## config.mk

```make
export PLATFORM = sky130hd
export DESIGN_NAME = uart_tx_engine
export DESIGN_NICKNAME = d
export VERILOG_FILES = /design/src/rtl/uart_tx_engine.sv
export SDC_FILE = /design/constraint.sdc
export NUM_CORES = 1
export LEC_CHECK = 0
export BUFFER_PORTS_ARGS = -buffer_cell sky130_fd_sc_hd__buf_2
export CAP_MARGIN = 25
export CORE_MARGIN = 3
export CORE_UTILIZATION = 58
export CTS_BUF_LIST = sky130_fd_sc_hd__clkbuf_8
export DETAILED_ROUTE_END_ITERATION = 16
export PLACE_DENSITY = 0.83
export SLEW_MARGIN = 5
export SYNTH_ARGS = -nofsm -noshare
export SYNTH_HDL_FRONTEND = slang
export SYNTH_SLANG_ARGS = --single-unit
```

## constraint.sdc

```tcl
create_clock -name clk -period 2.1 [get_ports clk]
set_clock_uncertainty 0.2 [all_clocks]
set_input_delay 0.42 -clock clk [delete_from_list [all_inputs] [get_ports clk]]
set_output_delay 0.42 -clock clk [all_outputs]
set_load 0.02 [all_outputs]
```

## src/rtl/uart_tx_engine.sv

```systemverilog
// uart_tx_engine: 8-bit UART transmitter with optional parity and 1/2 stop bits,
// start/busy handshake, registered txd and tx_busy.
module uart_tx_engine #(
    parameter int CLK_FREQ  = 50000000,
    parameter int BAUD      = 115200,
    parameter int PARITY    = 0,
    parameter int STOP_BITS = 1
) (
    input  logic       clk,
    input  logic       reset,
    input  logic       tx_start,
    input  logic [7:0] tx_data,
    output logic       txd,
    output logic       tx_busy
);
    localparam int DIV = (CLK_FREQ + BAUD / 2) / BAUD;
    localparam int CW  = $clog2(DIV);

    if (DIV < 2 || PARITY < 0 || PARITY > 2 || STOP_BITS < 1 || STOP_BITS > 2) begin : g_bad_cfg
        $error("uart_tx_engine: illegal configuration (DIV=%0d)", DIV);
    end

    typedef enum logic [2:0] {IDLE, START, DATA, PAR, STOP} state_t;

    state_t        state, state_n;
    logic [CW-1:0] cnt, cnt_n;
    logic [2:0]    bit_cnt, bit_n;
    logic [7:0]    shift, shift_n;
    logic          par, par_n;
    logic          stop_cnt, stop_n;
    logic          txd_n;
    logic          tick;

    assign tick = cnt == CW'(DIV - 1);

    always_comb begin
        state_n = state;
        cnt_n   = tick ? '0 : cnt + 1'b1;
        bit_n   = bit_cnt;
        shift_n = shift;
        par_n   = par;
        stop_n  = stop_cnt;
        case (state)
            IDLE: begin
                cnt_n = '0;
                if (tx_start) begin
                    state_n = START;
                    shift_n = tx_data;
                    par_n   = (PARITY == 1) ? ~^tx_data : ^tx_data;
                    bit_n   = 3'd0;
                    stop_n  = 1'b0;
                end
            end
            START: if (tick) state_n = DATA;
            DATA: if (tick) begin
                shift_n = shift >> 1;
                bit_n   = bit_cnt + 3'd1;
                if (bit_cnt == 3'd7) state_n = (PARITY != 0) ? PAR : STOP;
            end
            PAR: if (tick) state_n = STOP;
            STOP: if (tick) begin
                stop_n = 1'b1;
                if (stop_cnt == 1'(STOP_BITS - 1)) state_n = IDLE;
            end
            default: state_n = IDLE;
        endcase
        // Outputs are registered from the next state so txd changes on the same edge as the FSM.
        txd_n = (state_n == START) ? 1'b0 :
                (state_n == DATA)  ? shift_n[0] :
                (state_n == PAR)   ? par_n : 1'b1;
    end

    always_ff @(posedge clk or posedge reset) begin
        if (reset) begin
            state    <= IDLE;
            cnt      <= '0;
            bit_cnt  <= 3'd0;
            shift    <= 8'd0;
            par      <= 1'b0;
            stop_cnt <= 1'b0;
            txd      <= 1'b1;
            tx_busy  <= 1'b0;
        end else begin
            state    <= state_n;
            cnt      <= cnt_n;
            bit_cnt  <= bit_n;
            shift    <= shift_n;
            par      <= par_n;
            stop_cnt <= stop_n;
            txd      <= txd_n;
            tx_busy  <= state_n != IDLE;
        end
    end
endmodule

```

==> impl_metrics.py, run 1 <==
metrics = {
    "run_status": {
        "outcome": "finished clean",
    },
    "sta": {
        "tightest_slew_ns": 0.400,
        "slew_viol_final": 0,
        "setup_violations": 0,
        "rsz0062_at_grt": "true",
        "finalCriticalPeriod_ns": 1.99,
        "finalCritPeriodShare": 0.947,
        "fmax_ghz": 0.503,
        "hold_slack_ns": 0.195,
        "hold_viol": 0,
        "worst_slack_ns": 0.112,
        "timing.slew.headroom": 0.733,
    },
    "detailed_routing": {
        "vias": 992,
        "viasPerCell": 5.64,
        "wire_per_inst_um": 14.4,
        "firstDrtPassIters": 4,
        "finalWirelength_um": 2530,
        "drc_errors": 0,
        "postRouteAntennaNets": 0,
        "drt-initial-drc-count": 13,
    },
    "final_layout": {
        "layout.nets": 164,
        "antenna_cells": 0,
        "fillers": 160,
        "layout-drive-gt1-share": 0.243,
        "syn2layout_area_growth_pct": 13.5,
    },
    "floorplan": {
        "core_area_sq_mm": 0.00223,
        "fp.dieW_um": 54.7,
        "die_y_um": 54.7,
        "start_util": 0.616,
        "row_count": 17,
        "io_pins": 13,
        "dieArea_sq_mm": 0.00299,
    },
    "clock_tree": {
        "cts_tree": "done",
        "clk_pin_slew_worst_paths_ns": 0.09,
        "cts_root_buf": "clkbuf_8",
        "clock_latency_ns": 0.28,
        "numCtsBuffers": 3,
        "clk_path_buf_depth": 2,
        "htree_levels": 1,
        "numClockSinks": 27,
    },
    "critical_path": {
        "path_buf_inv": 1,
        "slowest_stage": "or4_4",
        "critPathMaxFanout": 6,
        "path_delay_family": "simple AND/OR/NAND/NOR gates",
        "rrSetupSlack_ns": 0.11,
        "r2r_end": "txd",
        "end_kind": "flip-flop",
        "reg2reg_from": "cnt[1]",
        "r2r_cells": 7,
        "cp_slowest_stage_delay_ns": 0.47,
        "cp.required_ns": 2.10,
        "setup.worst_path.class": "flip-flop to flip-flop",
        "crit_path_start_kind": "flip-flop",
        "crit_arrival_ns": 1.99,
        "worstPathCellList": "inv_1 -> ha_1 -> nand4b_4 -> or4_4 -> a21oi_4 -> and3b_1 -> o32ai_1",
    },
    "yosys": {
        "yosysTopAreaCellShare": 0.473,
        "syn_area_sq_mm": 0.00138,
        "synth.most_common_cell": "dfrtp_1",
        "syn_avg_cell_area_sq_um": 10.6,
        "ys.flop_type": "dfrtp_1",
        "ys_types": 36,
        "yosysWarningCount": 0,
        "synth_area_leaders": "dfrtp_1 47%, xnor2_1 6.4%, nand2_1 5.2%",
        "yosys.area.top_type": "dfrtp_1",
        "syn-num-nets": 145,
        "yosys-top-cells-count": "26 x dfrtp_1, 19 x nand2_1, 16 x nor2_1, 10 x xnor2_1, 6 x a22oi_1",
        "seq_area_frac_synth": 0.492,
        "synthArstFlopShare": 1.00,
        "syn_inst": 130,
        "synth_edf_count": 0,
        "synth_seq_cells": 27,
    },
    "power": {
        "p_leak_nw": 0.708,
        "power_density_mw_per_mm2": 577,
        "irDropWorstVdd_mv": 0.441,
    },
    "global_routing": {
        "grtUsageTotal": 0.189,
        "grt_pass1_wl_um": 3970,
        "grt_pass1_vias": 915,
        "antenna_found_initial": 0,
        "grt_overflow_total": 0,
        "grt_max_degree": 28,
    },
    "placed_design": {
        "routabilityCongestion": 0.793,
        "dpl_worst_slack_ns": 0.0384,
        "place_hpwl_um": 1820,
        "io_buffers": 12,
    },
    "flow_run": {
        "maxCapViolations": 0,
    },
    "hold_path": {
        "hold_depth": 3,
        "min_from": "tx_data[2]",
        "whs_endpoint": "shift[2]",
        "hp-class": "input pin to flip-flop",
    },
}
registers in the layout, indices dropped and copies added (netlist names):
name      flops
bit_cnt       3
cnt           9
txd           1
stop_cnt      1
par           1
tx_busy       1
state         3
shift         8
layout make-up:
type                    count  area, sq um  area share
clock inverters             1         5.00     0.00320
well taps                  28         35.0      0.0224
flip-flops and latches     27          677       0.433
clock buffers               3         41.3      0.0264
repair buffers             19          115      0.0737
inverters                   4         15.0     0.00961
multi-input cells          94          674       0.432
worst max path at each step:
stage	startpoint	to	depth (start not counted)
floorplan	cnt[1]	tx_busy	7
global placement	cnt[3]	txd	5
detailed placement	cnt[3]	txd	5
CTS	cnt[1]	tx_busy	7
global route	cnt[1]	txd	7
finish	cnt[1]	txd	7
layer usage:
layer,up-vias,track usage,routed length [um],share of wire
li1,485,-,-,-
met4,0,0.104,51,0.020
met1,486,0.244,1190,0.47
met5,-,0,0,0
met3,5,0.0300,71,0.028
met2,16,0.299,1220,0.48
metrics by stage:
step	util	instances	TNS [ns]	instance area [sq um]	power (mW)
after floorplan	-	130	0	1380	0.590
after global placement	0.661	171	0	1480	0.610
after detailed placement	0.661	171	0	1480	0.614
after CTS	0.686	176	0	1530	0.909
after global routing	0.700	176	-0.0388	1560	0.940
final	0.700	176	0	1560	0.901
tightest hold or removal path, cell delays in order:
cell and delay, ns:
buf_2 0.09, a22oi_1 0.07, nand2_1 0.06
where the power goes:
group	switching, mW	internal, mW	total [mW]
clock	0.164	0.133	0.297
combinational	0.0343	0.0316	0.0659
sequential	0.00652	0.532	0.539
cell usage in the layout, fill, tap and decap left out, types with 2 or more instances in the layout:
master     n
ha_1       4
inv_1      4
o21ai_0    4
a21oi_1    4
o21ai_2    2
buf_2     12
nand2_1   19
xor2_1     2
xnor2_1   10
dfrtp_1   26
or3_1      3
nor2_2     2
nand3_1    3
buf_4      6
nor2_1    14
nand2b_1   2
clkbuf_8   3
o32ai_1    2
a22oi_1    6
repair_timing:
item                                   4_1_cts  5_1_grt
hold buffers                                 1        0
setup endpoints to repair                    0        6
gates resized for setup                      0        5
setup buffers                                0        0
endpoints found under the hold margin       26        0
logic make-up after synthesis:
logic type | count (synthesis) | synth area share
simple gates | 53 | 0.205
buf+inv | 9 | 0.0445
xor+xnor | 12 | 0.0764
flops | 27 | 0.492
compound gates | 23 | 0.131
mux | 2 | 0.0155
fa+ha+maj | 4 | 0.0364
Power figures use the tool's default switching activity.
==> run 2: changes to the inputs <==
--- a/config.mk
+++ b/config.mk
@@ -11,7 +11,7 @@
 export CORE_UTILIZATION = 58
 export CTS_BUF_LIST = sky130_fd_sc_hd__clkbuf_8
 export DETAILED_ROUTE_END_ITERATION = 16
-export PLACE_DENSITY = 0.83
+export PLACE_DENSITY = 0.78
 export SLEW_MARGIN = 5
 export SYNTH_ARGS = -nofsm -noshare
 export SYNTH_HDL_FRONTEND = slang
==> run 2 against run 1 <==
Compared with the run above:
- wire length is 0.20% lower
- sequential power hardly changed
- critical path depth stayed put
==> impl_metrics.py, run 2 (synthesis results as in run 1) <==
metrics = {
    "run_status": {
        "outcome": "finished clean",
    },
    "placed_design": {
        "routabilityCongestion": 0.762,
        "dpl_worst_slack_ns": 0.0504,
        "place_hpwl_um": 1800,
        "io_buffers": 12,
    },
    "global_routing": {
        "met3_usage": 0.0245,
        "grt_pass1_vias": 932,
        "top_usage_layer": "met2",
        "antenna_found_initial": 0,
        "gr-usage-met2": 0.313,
        "grt_overflow_total": 0,
        "grt_pass1_wl_um": 3840,
        "grtUsageTotal": 0.177,
        "grt_max_degree": 28,
        "met1_usage": 0.224,
    },
    "hold_path": {
        "hp-class": "input pin to flip-flop",
    },
    "final_layout": {
        "fin_util": 0.709,
        "final_common_cell": "dfrtp_1",
        "fillers": 161,
        "regMostFlops": "cnt",
        "largest_register_ffs": 9,
        "syn2layout_area_growth_pct": 15.0,
        "layout-drive-gt1-share": 0.247,
        "top_regs": "cnt: 9 flops, shift: 8 flops",
        "mostFrequentLayoutCells": "26 x dfrtp_1, 19 x nand2_1, 15 x nor2_1, 12 x buf_2, 10 x xnor2_1",
        "layout.nets": 166,
        "antenna_cells": 0,
    },
    "clock_tree": {
        "clk_path_buf_depth": 2,
        "clk_pin_slew_worst_paths_ns": 0.09,
        "cts_tree": "done",
        "cts_root_buf": "clkbuf_8",
        "numCtsBuffers": 3,
        "htree_levels": 1,
        "numClockSinks": 27,
        "clock_latency_ns": 0.26,
    },
    "critical_path": {
        "crit_arrival_ns": 1.97,
        "cp.required_ns": 2.08,
        "cp_slowest_stage_delay_ns": 0.47,
        "slowest_stage": "or4_4",
        "worstPathCellList": "inv_1 -> ha_1 -> nand4b_4 -> or4_4 -> a21oi_4 -> and3b_1 -> o32ai_1",
        "path_delay_family": "simple AND/OR/NAND/NOR gates",
        "setup.worst_path.class": "flip-flop to flip-flop",
        "crit_path_start_kind": "flip-flop",
        "critPathMaxFanout": 6,
        "path_buf_inv": 1,
        "end_kind": "flip-flop",
    },
    "detailed_routing": {
        "vias": 1013,
        "firstDrtPassIters": 4,
        "drc_errors": 0,
        "postRouteAntennaNets": 0,
        "drt-initial-drc-count": 25,
        "viasPerCell": 5.69,
        "finalWirelength_um": 2530,
        "wire_per_inst_um": 14.2,
    },
    "power": {
        "irDropWorstVdd_mv": 0.475,
        "p_total_mw": 0.890,
        "power_density_mw_per_mm2": 562,
        "p_leak_nw": 0.714,
    },
    "sta": {
        "tightest_slew_ns": 0.613,
        "rsz0062_at_grt": "false",
        "fmax_ghz": 0.503,
        "timing.slew.headroom": 0.590,
        "finalCritPeriodShare": 0.947,
        "setup_tns_ns": 0,
        "hold_viol": 0,
        "setup_violations": 0,
        "finalCriticalPeriod_ns": 1.99,
        "worst_slack_ns": 0.110,
        "hold_slack_ns": 0.214,
        "slew_viol_final": 0,
    },
    "floorplan": {
        "core_area_sq_mm": 0.00223,
        "dieArea_sq_mm": 0.00299,
        "io_pins": 13,
        "start_util": 0.616,
        "die_y_um": 54.7,
        "row_count": 17,
        "fp.dieW_um": 54.7,
    },
    "flow_run": {
        "maxCapViolations": 0,
    },
}
## run 2: worst reg2reg max path, cell delays in order, from the launching register on
cell	delay (ns)
dfrtp_1	0.41
inv_1	0.06
ha_1	0.18
nand4b_4	0.19
or4_4	0.47
a21oi_4	0.15
and3b_1	0.17
o32ai_1	0.08
## run 2: metrics by stage
step	instances	instance area, sq um
after floorplan	130	1380
after global placement	172	1480
after detailed placement	172	1480
after CTS	177	1540
after global routing	178	1580
final	178	1580
## run 2: cell type report
| class | count | area (sq um) | area share |
|---|---|---|---|
| clock buffer | 3 | 41.3 | 0.0261 |
| multi-input combinational | 94 | 677 | 0.428 |
| tap | 28 | 35.0 | 0.0221 |
| clock inverter | 1 | 7.51 | 0.00474 |
| timing repair buffer | 21 | 130 | 0.0822 |
| inverter | 4 | 15.0 | 0.00949 |
| sequential | 27 | 677 | 0.428 |
## run 2: what timing repair did
item | 4_1_cts | 5_1_grt
buffers inserted | 0 | 1
endpoints found under the hold margin | 5 | 0
setup endpoints to repair | 0 | 3
resized for setup | 0 | 6
hold buffers | 1 | 0
## run 2: per-layer routing
| layer | part of all wire | vias to the layer above |
|---|---|---|
| met2 | 0.51 | 22 |
| met4 | 0.015 | 0 |
| met1 | 0.44 | 494 |
| met3 | 0.036 | 4 |
| li1 | - | 493 |
| met5 | 0 | - |
## run 2: final timing paths
path	startpoint	endpoint	slack, ns	cells past startpoint
min in group asynchronous	reset	bit_cnt[1]	0.55	4
max	cnt[1]	txd	0.11	7
min reg2reg	shift[5]	shift[5]	0.28	2
max reg2reg	cnt[1]	txd	0.11	7
max in group asynchronous	reset	txd	0.86	4
min	tx_data[5]	shift[5]	0.21	3
## run 2: power breakdown
part | total [mW] | switching, mW | internal (mW)
combinational | 0.0655 | 0.0339 | 0.0316
sequential | 0.538 | 0.00597 | 0.532
clock | 0.287 | 0.152 | 0.134
